## config.mk

```make
export PLATFORM = sky130hd
export DESIGN_NAME = jk_drive_seq
export DESIGN_NICKNAME = d
export VERILOG_FILES = /design/src/rtl/jk_pkg.sv /design/src/rtl/jk_drive_seq_bit_fifo.sv /design/src/rtl/jk_drive_seq.sv
export SDC_FILE = /design/constraint.sdc
export NUM_CORES = 1
export LEC_CHECK = 0
export ABC_AREA = 1
export BUFFER_PORTS_ARGS = -buffer_cell sky130_fd_sc_hd__buf_2
export CAP_MARGIN = 10
export CELL_PAD_IN_SITES_DETAIL_PLACEMENT = 2
export CELL_PAD_IN_SITES_GLOBAL_PLACEMENT = 2
export CORE_ASPECT_RATIO = 1.25
export CORE_MARGIN = 5
export CORE_UTILIZATION = 35
export CTS_CLUSTER_DIAMETER = 200
export DETAILED_ROUTE_END_ITERATION = 10
export PLACE_DENSITY = 0.78
export SLEW_MARGIN = 10
export SYNTH_ARGS = -nofsm -noshare
export SYNTH_HDL_FRONTEND = slang
export SYNTH_SLANG_ARGS = --single-unit
```

## constraint.sdc

```tcl
create_clock -name clk -period 4.63 [get_ports clk]
set_clock_uncertainty 0.1 [all_clocks]
set_input_delay 0.463 -clock clk [delete_from_list [all_inputs] [get_ports clk]]
set_output_delay 0.463 -clock clk [all_outputs]
set_load 0.01 [all_outputs]
```

## src/rtl/jk_pkg.sv

```systemverilog
// Shared JK-drive definitions: drive codes, sequencer states and the JK
// excitation table used to turn a (current, target) pair into a {J,K} code.
package jk_pkg;

  localparam logic [1:0] JK_HOLD = 2'b00;
  localparam logic [1:0] JK_RST  = 2'b01;
  localparam logic [1:0] JK_SET  = 2'b10;
  localparam logic [1:0] JK_TOG  = 2'b11;

  typedef enum logic [1:0] {
    ST_INIT   = 2'd0,
    ST_SETTLE = 2'd1,
    ST_RUN    = 2'd2
  } state_t;

  // xmode picks how the excitation don't-care is filled: 0 -> x=0, 1 -> x=1.
  function automatic logic [1:0] jk_excite(input logic mq, input logic tgt,
                                           input logic xmode);
    logic [1:0] code;
    case ({mq, tgt})
      2'b00:   code = xmode ? JK_RST : JK_HOLD;
      2'b01:   code = xmode ? JK_TOG : JK_SET;
      2'b10:   code = xmode ? JK_TOG : JK_RST;
      default: code = xmode ? JK_SET : JK_HOLD;
    endcase
    return code;
  endfunction

endpackage

```

## src/rtl/jk_drive_seq_bit_fifo.sv

```systemverilog
// DEPTH-entry, 1-bit-wide synchronous FIFO with occupancy-derived full/empty.
// Storage is not reset; only pointers and occupancy are.
module bit_fifo #(
  parameter int DEPTH = 4
) (
  input  logic clk,
  input  logic rst,
  input  logic push,
  input  logic pop,
  input  logic din,
  output logic dout,
  output logic full,
  output logic empty
);

  localparam int AW = (DEPTH > 1) ? $clog2(DEPTH) : 1;
  localparam logic [AW:0] CNT_FULL = (AW+1)'(DEPTH);
  localparam logic [AW:0] CNT_ONE  = (AW+1)'(1);

  logic          mem [DEPTH];
  logic [AW-1:0] wr_ptr;
  logic [AW-1:0] rd_ptr;
  logic [AW:0]   count;
  logic          do_push;
  logic          do_pop;

  assign full    = (count == CNT_FULL);
  assign empty   = (count == '0);
  assign do_push = push & ~full;
  assign do_pop  = pop & ~empty;
  assign dout    = mem[rd_ptr];

  always_ff @(posedge clk or posedge rst) begin
    if (rst) begin
      wr_ptr <= '0;
      rd_ptr <= '0;
      count  <= '0;
    end else begin
      if (do_push) wr_ptr <= wr_ptr + 1'b1;
      if (do_pop)  rd_ptr <= rd_ptr + 1'b1;
      case ({do_push, do_pop})
        2'b10:   count <= count + CNT_ONE;
        2'b01:   count <= count - CNT_ONE;
        default: count <= count;
      endcase
    end
  end

  always_ff @(posedge clk) begin
    if (do_push) mem[wr_ptr] <= din;
  end

endmodule

```

## src/rtl/jk_drive_seq.sv

```systemverilog
// Converts a stream of target bits into JK drive codes for an external flop,
// checks the flop's q two edges after each code and recovers via INIT/SETTLE.
module jk_drive_seq
  import jk_pkg::*;
#(
  parameter int DEPTH = 4,
  parameter int XMODE = 0,
  parameter int CNT_W = 8
) (
  input  logic             clk,
  input  logic             rst,
  input  logic             tgt,
  input  logic             tgt_valid,
  output logic             tgt_ready,
  input  logic             q_fb,
  output logic [1:0]       jk,
  output logic             busy,
  output logic             err,
  output logic [CNT_W-1:0] err_cnt
);

  localparam logic XM = (XMODE != 0);

  state_t     state;
  state_t     state_nxt;
  logic [1:0] jk_nxt;
  logic       mq;
  logic       fifo_dout;
  logic       fifo_full;
  logic       fifo_empty;
  logic       push;
  logic       pop;
  logic       mismatch;
  logic       exp_p0;
  logic       exp_p1;
  logic       vld_p0;
  logic       vld_p1;

  function automatic logic [CNT_W-1:0] sat_inc(input logic [CNT_W-1:0] v);
    return (&v) ? v : v + CNT_W'(1);
  endfunction

  assign tgt_ready = ~fifo_full;
  assign push      = tgt_valid & tgt_ready;
  assign mismatch  = vld_p1 & (q_fb != exp_p1);
  // A mismatch wins over a pop so the pending target stays queued for the retry.
  assign pop       = (state == ST_RUN) & ~fifo_empty & ~mismatch;
  assign busy      = ~fifo_empty | vld_p0 | vld_p1 | (state != ST_RUN);

  bit_fifo #(
    .DEPTH (DEPTH)
  ) u_fifo (
    .clk   (clk),
    .rst   (rst),
    .push  (push),
    .pop   (pop),
    .din   (tgt),
    .dout  (fifo_dout),
    .full  (fifo_full),
    .empty (fifo_empty)
  );

  always_ff @(posedge clk or posedge rst) begin
    if (rst) state <= ST_INIT;
    else     state <= state_nxt;
  end

  always_comb begin
    state_nxt = state;
    case (state)
      ST_INIT:   state_nxt = ST_SETTLE;
      ST_SETTLE: state_nxt = ST_RUN;
      ST_RUN:    if (mismatch) state_nxt = ST_INIT;
      default:   state_nxt = ST_INIT;
    endcase
  end

  always_comb begin
    jk_nxt = JK_HOLD;
    case (state)
      ST_INIT:   jk_nxt = JK_RST;
      ST_SETTLE: jk_nxt = JK_HOLD;
      ST_RUN:    if (pop) jk_nxt = jk_excite(mq, fifo_dout, XM);
      default:   jk_nxt = JK_HOLD;
    endcase
  end

  // p0: code registered to the flop, expected value captured
  always_ff @(posedge clk or posedge rst) begin
    if (rst) begin
      jk     <= JK_HOLD;
      mq     <= 1'b0;
      vld_p0 <= 1'b0;
    end else begin
      jk     <= jk_nxt;
      vld_p0 <= pop;
      if (state == ST_SETTLE) mq <= 1'b0;
      else if (pop)           mq <= fifo_dout;
    end
  end

  always_ff @(posedge clk) begin
    if (pop) exp_p0 <= fifo_dout;
    exp_p1 <= exp_p0;
  end

  // p1: flop has sampled the code; its q is compared on the following edge
  always_ff @(posedge clk or posedge rst) begin
    if (rst) begin
      vld_p1  <= 1'b0;
      err     <= 1'b0;
      err_cnt <= '0;
    end else begin
      vld_p1 <= vld_p0 & ~mismatch;
      if (mismatch) begin
        err     <= 1'b1;
        err_cnt <= sat_inc(err_cnt);
      end
    end
  end

endmodule

```

**Yosys cells after proc, flatten, opt, wreduce, memory -nomap -nowiden**

Memories as Yosys holds them, arrays and structs flattened.
Index checks and enable logic that the tools add are counted.

- Output and inout bits: 13
- Bits of input ports: 5
- Memories: 1
- Flip-flop bits (word level): 25
- Memory bits (writable): 4
- Logic and storage cells: 58

- Reductions and logical operators: 6
- Bitwise gates (word level): 14
- Mux-type cells: 10
- Eq/ne operators: 10
- Add/subtract/negate cells: 5

Memory list:

| name | depth | bits a word | rd ports | clocked after memory_dff | wr ports | line | source |
|---|---|---|---|---|---|---|---|
| u_fifo.mem | 4 | 1 | 1 | 0 | 1 | jk_drive_seq_bit_fifo.sv:20 | `logic mem [DEPTH];` |

Operators with widths:

| operator | number |
|---|---|
| 8-bit by 1-bit adder with 8-bit output (second input constant) | 1 |
| 2-bit case mux with 2 select lines | 2 |
| 8-bit AND reduction | 1 |
| 1-bit bitwise AND | 7 |
| 2-bit by 1-bit == test with 1-bit output (second input constant) | 3 |
| 2-bit == test (second input constant) | 3 |
| 2-bit case mux with 3 select lines | 1 |
| 3-bit case mux with 2 select lines | 1 |
| 2-bit by 1-bit adder with 2-bit output (second input constant) | 2 |
| 1-bit two-way mux | 4 |
| 2-bit two-way mux | 2 |
| 2-bit inequality test (second input constant) | 2 |
| 1-bit NOT | 4 |
| 2-bit nonzero test | 2 |
| 3-bit by 1-bit adder with 3-bit output (second input constant) | 1 |
| 3-bit == test (second input constant) | 1 |
| 3-bit logical NOT | 1 |
| 1-bit OR | 3 |
| 3-bit by 1-bit subtractor with 3-bit output (second input constant) | 1 |
| 2-bit logical NOT | 1 |
| 2-bit AND reduction | 1 |
| 1-bit inequality test | 1 |

**Depth between registers and ports, before layout**

- Depth after elaboration: 7
- Depth in mapped cells: 12
- Depth with buffers taken out: 12

**Hierarchy**

A second synthesis with hierarchy kept.

- Cell total of the unflattened synthesis: 182
- Area total of the unflattened synthesis: 1,537.7 µm²

Modules (own cells, without submodules):

| module | times used | area each (µm²) | seq. area each (µm²) | cells an instance |
|---|---|---|---|---|
| jk_drive_seq | 1 | 864.6 | 450.4 | 108 |
| bit_fifo | 1 | 673.1 | 295.3 | 74 |

**Least setup slack after synthesis**

OpenSTA, ideal clock, no wires.

- Path kind: input port to flip-flop
- Start point: in q_fb
- End point: reg u_fifo.count[2]
- Data required time: 4,451 ps
- Buffers on the path: 0
- Arrival: 1,795 ps
- Library setup time: 79 ps
- Stages: 10
- Slack: 2,656 ps
- Path through: nor2_2 -> nor2_8 -> nor2_8 -> ha_1 -> inv_1 -> fa_1 -> nor2_1 -> nor2_1 -> nand2_1 -> xor2_1

- Word-level cells in the longest chain between the ends: 7
- Elaborated cells on any way between the ends: 9
- Those cells by class: eq/ne: 3; mux: 1; bitwise: 4; reduce/logical: 1

RTL lines:

| item | line | source |
|---|---|---|
| from (decl) | jk_drive_seq.sv:15 | `input logic q_fb,` |
| 1-bit inequality test (*) | jk_drive_seq.sv:45 | `assign mismatch = vld_p1 & (q_fb != exp_p1);` |
| 1-bit bitwise AND (*) | jk_drive_seq.sv:45 |  |
| 1-bit NOT (*) | jk_drive_seq.sv:47 | `assign pop = (state == ST_RUN) & ~fifo_empty & ~mismatch;` |
| 1-bit bitwise AND (*) | jk_drive_seq.sv:47 |  |
| 1-bit bitwise AND (*) | jk_drive_seq_bit_fifo.sv:30 | `assign do_pop = pop & ~empty;` |
| via u_fifo.do_pop | jk_drive_seq_bit_fifo.sv:25 | `logic do_pop;` |
| 2-bit by 1-bit == test with 1-bit output / 2-bit == test (equally long branches) | jk_drive_seq_bit_fifo.sv:41 | `case ({do_push, do_pop})` |
| 3-bit case mux with 2 select lines / 2-bit nonzero test (equally long branches) | n/a |  |
| to (signal assigned) | jk_drive_seq_bit_fifo.sv:42 | `2'b10: count <= count + CNT_ONE;` |
| to (signal assigned) | jk_drive_seq_bit_fifo.sv:43 | `2'b01: count <= count - CNT_ONE;` |
| to (signal assigned) | jk_drive_seq_bit_fifo.sv:44 | `default: count <= count;` |
| to (decl) | jk_drive_seq_bit_fifo.sv:23 | `logic [AW:0] count;` |

Mark *: on every way through the listed nets, which the timed path passes. The rest lies on a longest branch.
A chain may end at the register's enable or synchronous reset.

**Worst setup path after layout**

- Start point: reg state[0]
- End point: reg u_fifo.count[2]

- Word-level cells in the longest chain between the ends: 6
- Elaborated cells on any way between the ends: 8
- Those cells by class: eq/ne: 3; mux: 1; bitwise: 3; reduce/logical: 1

RTL lines:

| item | line | source |
|---|---|---|
| from (decl) | jk_drive_seq.sv:24 | `state_t state;` |
| from (signal assigned) | jk_drive_seq.sv:65 | `else state <= state_nxt;` |
| 2-bit == test (*) | jk_drive_seq.sv:47 |  |
| 1-bit bitwise AND (*) (2 in series) | jk_drive_seq.sv:47 |  |
| 1-bit bitwise AND (*) | jk_drive_seq_bit_fifo.sv:30 |  |
| via u_fifo.do_pop | jk_drive_seq_bit_fifo.sv:25 |  |
| 2-bit by 1-bit == test with 1-bit output / 2-bit == test (equally long branches) | jk_drive_seq_bit_fifo.sv:41 |  |
| 3-bit case mux with 2 select lines / 2-bit nonzero test (equally long branches) | n/a |  |

Marks and branches as above.

==> impl_results.md <==
- GRT overflow: 0
- Overall routing resource usage: 14.9%
- Detailed Place HPWL: 2.81 mm
- Pins over their slew limit: 0
- Io pins: 18
- Crit Path Max Fanout: 6
- First-pass GRT wire length: 6.02 mm
- HP Start: exp_p0$_DFFE_PN_
- Post-CTS sizing: 0
- Post-synthesis net count: ~180
- FF-to-FF Start: state[0]$_DFFE_PP0P_
- Final #Nets: 203
- Actual slew at the worst max-slew pin: 0.930 ns
- Vias in the first global route: about 1300
- Setup_tns: 0 ns
- Synth Register Bits: 29
- R2r endpoint: u_fifo.count[2]$_DFFE_PP0P_
- Post-synthesis sequential area ratio: roughly half
- Post-synthesis cell area: 0.00148 mm²
- # setup viols final: 0
- VDD IR max: between 0.0002 and 0.0003 V
- CTS tree: done
- Max_cap viols: 0
- Critical Path RT: 4.73 ns
- RD Place Congestion: 0.794
- Kind of end point of the critical path: flop
- DR DRC count: 0
- Cells after synthesis: 167
- Yosys cell types: 24
- Die area: 0.00563 mm²
- Setup CP Type: reg -> reg
- Via count: 1151
- Post-CTS setup buffer count: 0
- Die Ht: a little over 80 µm
- Antenna diodes: 0
- Clock Sinks: 29
- Warnings from Yosys: 0
- Synth-to-Final Area Change: 16.6%
- Clk_lat worst skew: 0.28 ns
- RSZ-0062 raised after global routing: false
- Root Driver: clkbuf_8
- Hold Path Sink: exp_p1$_DFF_P_
- Final period demand of the worst path: 2.11 ns
- Die span in x: 68.1 µm
- Setup crit start kind: flop
- Status: finished clean
- Initial antenna violation count: 0
- TritonRoute pass-1 iters: 2
- Share of post-route cells with drive strength above 1: 20.3%
- Hold_buf cts: 0
- Top-area cell type share of the netlist area: about two fifths
- R2R Setup Slk: 2.52 ns
- F_max: between 400 and 500 MHz
- R2R cell count: 12
- Initial DRC Count: 19
- DR WL/cell: 14.2 µm
- CTS H-tree depth: 2
- Power Density: 607 mW/mm²
- Critical path arrival: around 2.2 ns
- Std-Cell Rows: 26
- I/O Buffers: 17
- Worst-case clock buffer depth: 2
- CTS buffer count: 5
- Clock slew at reported path FFs: 0.06 ns
- Pleak: 0.850 nW
- Pin count of the biggest net entering global routing: 24
- Vias per cell: roughly 4.6
- Final ANT Viol Nets: 0
- Slew headroom: 37.9%
- Initial Util: 36.0%
- Core Region: slightly above 0.004 mm²
- Core Util, Final: a little over two fifths
- Final worst path period share: a little under half
- Syn_area_per_cell: 8.84 µm²
- Top cells by area, synth: dfrtp_1 (39%), nand2_1 (13%), edfxtp_1 (10%)
- Cell taking the most area after synthesis: dfrtp_1
- Hold Crit Depth: 0
- Final Hold Vio Count: 0
- Post-Route WL: 3.52 mm
- Worst min path class: reg -> reg
==> per-layer routing <==
layer  global-route usage [%]  routed length (µm)  share of wire (%)
met3                     3.65                 118                3.4
met4                     5.96                  60                1.7
met2                     29.2                2100                 60
met1                     14.4                1240                 35
met5                        0                   0                  0
==> worst max-delay path by stage <==
stage / from / end / slack, ns / cells after the start
floorplan: q_fb / u_fifo.count[2]$_DFFE_PP0P_ / 2.66 / 10
global placement: q_fb / u_fifo.count[2]$_DFFE_PP0P_ / 2.48 / 11
detailed placement: q_fb / u_fifo.count[2]$_DFFE_PP0P_ / 2.33 / 11
CTS: u_fifo.count[0]$_DFFE_PP0P_ / u_fifo.count[2]$_DFFE_PP0P_ / 2.46 / 10
global route: state[0]$_DFFE_PP0P_ / u_fifo.count[2]$_DFFE_PP0P_ / 2.34 / 12
finish: state[0]$_DFFE_PP0P_ / u_fifo.count[2]$_DFFE_PP0P_ / 2.52 / 12
==> cells in the mapped netlist (all sizes together) <==
master and n:
nand2 58, nand3 9, or2 2, xnor2 3
xor2 4, fa 1, nand4 1, nor2 21
ha 6, o21ai 5, dfrtp 23, dfxtp 1
a21oi 2, nor3 1, edfxtp 5, inv 25
==> layout by cell type, fill, tap and decap left out, drive strengths merged <==
cell and instances:
a21oi 2, buf 17, clkbuf 8, dfrtp 23
dfxtp 1, edfxtp 5, fa 1, ha 6
inv 25, nand2 58, nand3 9, nand4 1
nor2 21, nor3 1, o21ai 5, or2 2
xnor2 3, xor2 4
==> state kept, by name, summed over array words and instances, names as in the netlist <==
signal / count
u_fifo.wr_ptr: 2
u_fifo.count: 3
state: 2
err: 1
mq: 1
u_fifo.rd_ptr: 2
exp_p0: 1
jk: 2
u_fifo.mem: 4
exp_p1: 1
vld_p1: 1
vld_p0: 1
err_cnt: 8
==> cells by family (layout without fill, tap and decap cells) <==
kind of cell / count (synthesis) / count (layout) / share of synthesized area (%)
AOI/OAI and AO/OA: 7 / 7 / 2.37
and+or+nand+nor: 92 / 92 / 30.0
buffers and inverters: 25 / 50 / 6.53
adders and majority gates: 7 / 7 / 6.44
xor gates and xnor gates: 7 / 7 / 4.15
DFF: 29 / 29 / 50.5
==> power breakdown <==
group          internal [mW]  switching (mW)  total (mW)  leakage, nW
Sequential             0.353          0.0750       0.428        0.344
Clock                  0.121          0.0912       0.212       0.0455
Combinational          0.148           0.257       0.405        0.461
Total                  0.622           0.424        1.05        0.850
==> through the flow <==
stage / instance area, µm² / setup slack, ns / power [mW] / cells / hold slack [ns]
CTS: 1720 / 2.46 / 1.07 / 248 / 0.268
floorplan: 1480 / 2.66 / 0.710 / 167 / 0.223
global route: 1720 / 2.34 / 1.14 / 248 / 0.268
finish: 1720 / 2.52 / 1.05 / 248 / 0.259
detailed placement: 1630 / 2.33 / 0.848 / 240 / 0.254
global placement: 1630 / 2.48 / 0.801 / 240 / 0.229
==> worst max-delay path, cell delays in order, from the launching register on <==
cell and delay [ns]:
dfrtp_1 0.38, inv_1 0.08, nand2_1 0.08, inv_1 0.07, nand2_1 0.14, nor2_8 0.15
ha_1 0.16, inv_1 0.07, fa_1 0.40, nor2_1 0.12, nor2_1 0.05, nand2_1 0.07
xor2_1 0.15
==> layout make-up <==
cell class / instances / area, µm²
Clock buffer: 8 / 90.1
Fill cell: 488 / 2380
Inverter: 25 / 96.3
Multi-Input combinational cell: 113 / 634
Sequential cell: 29 / 746
Tap cell: 56 / 70.1
Timing Repair Buffer: 17 / 85.1
No activity file was read; power rests on OpenSTA's default activity.
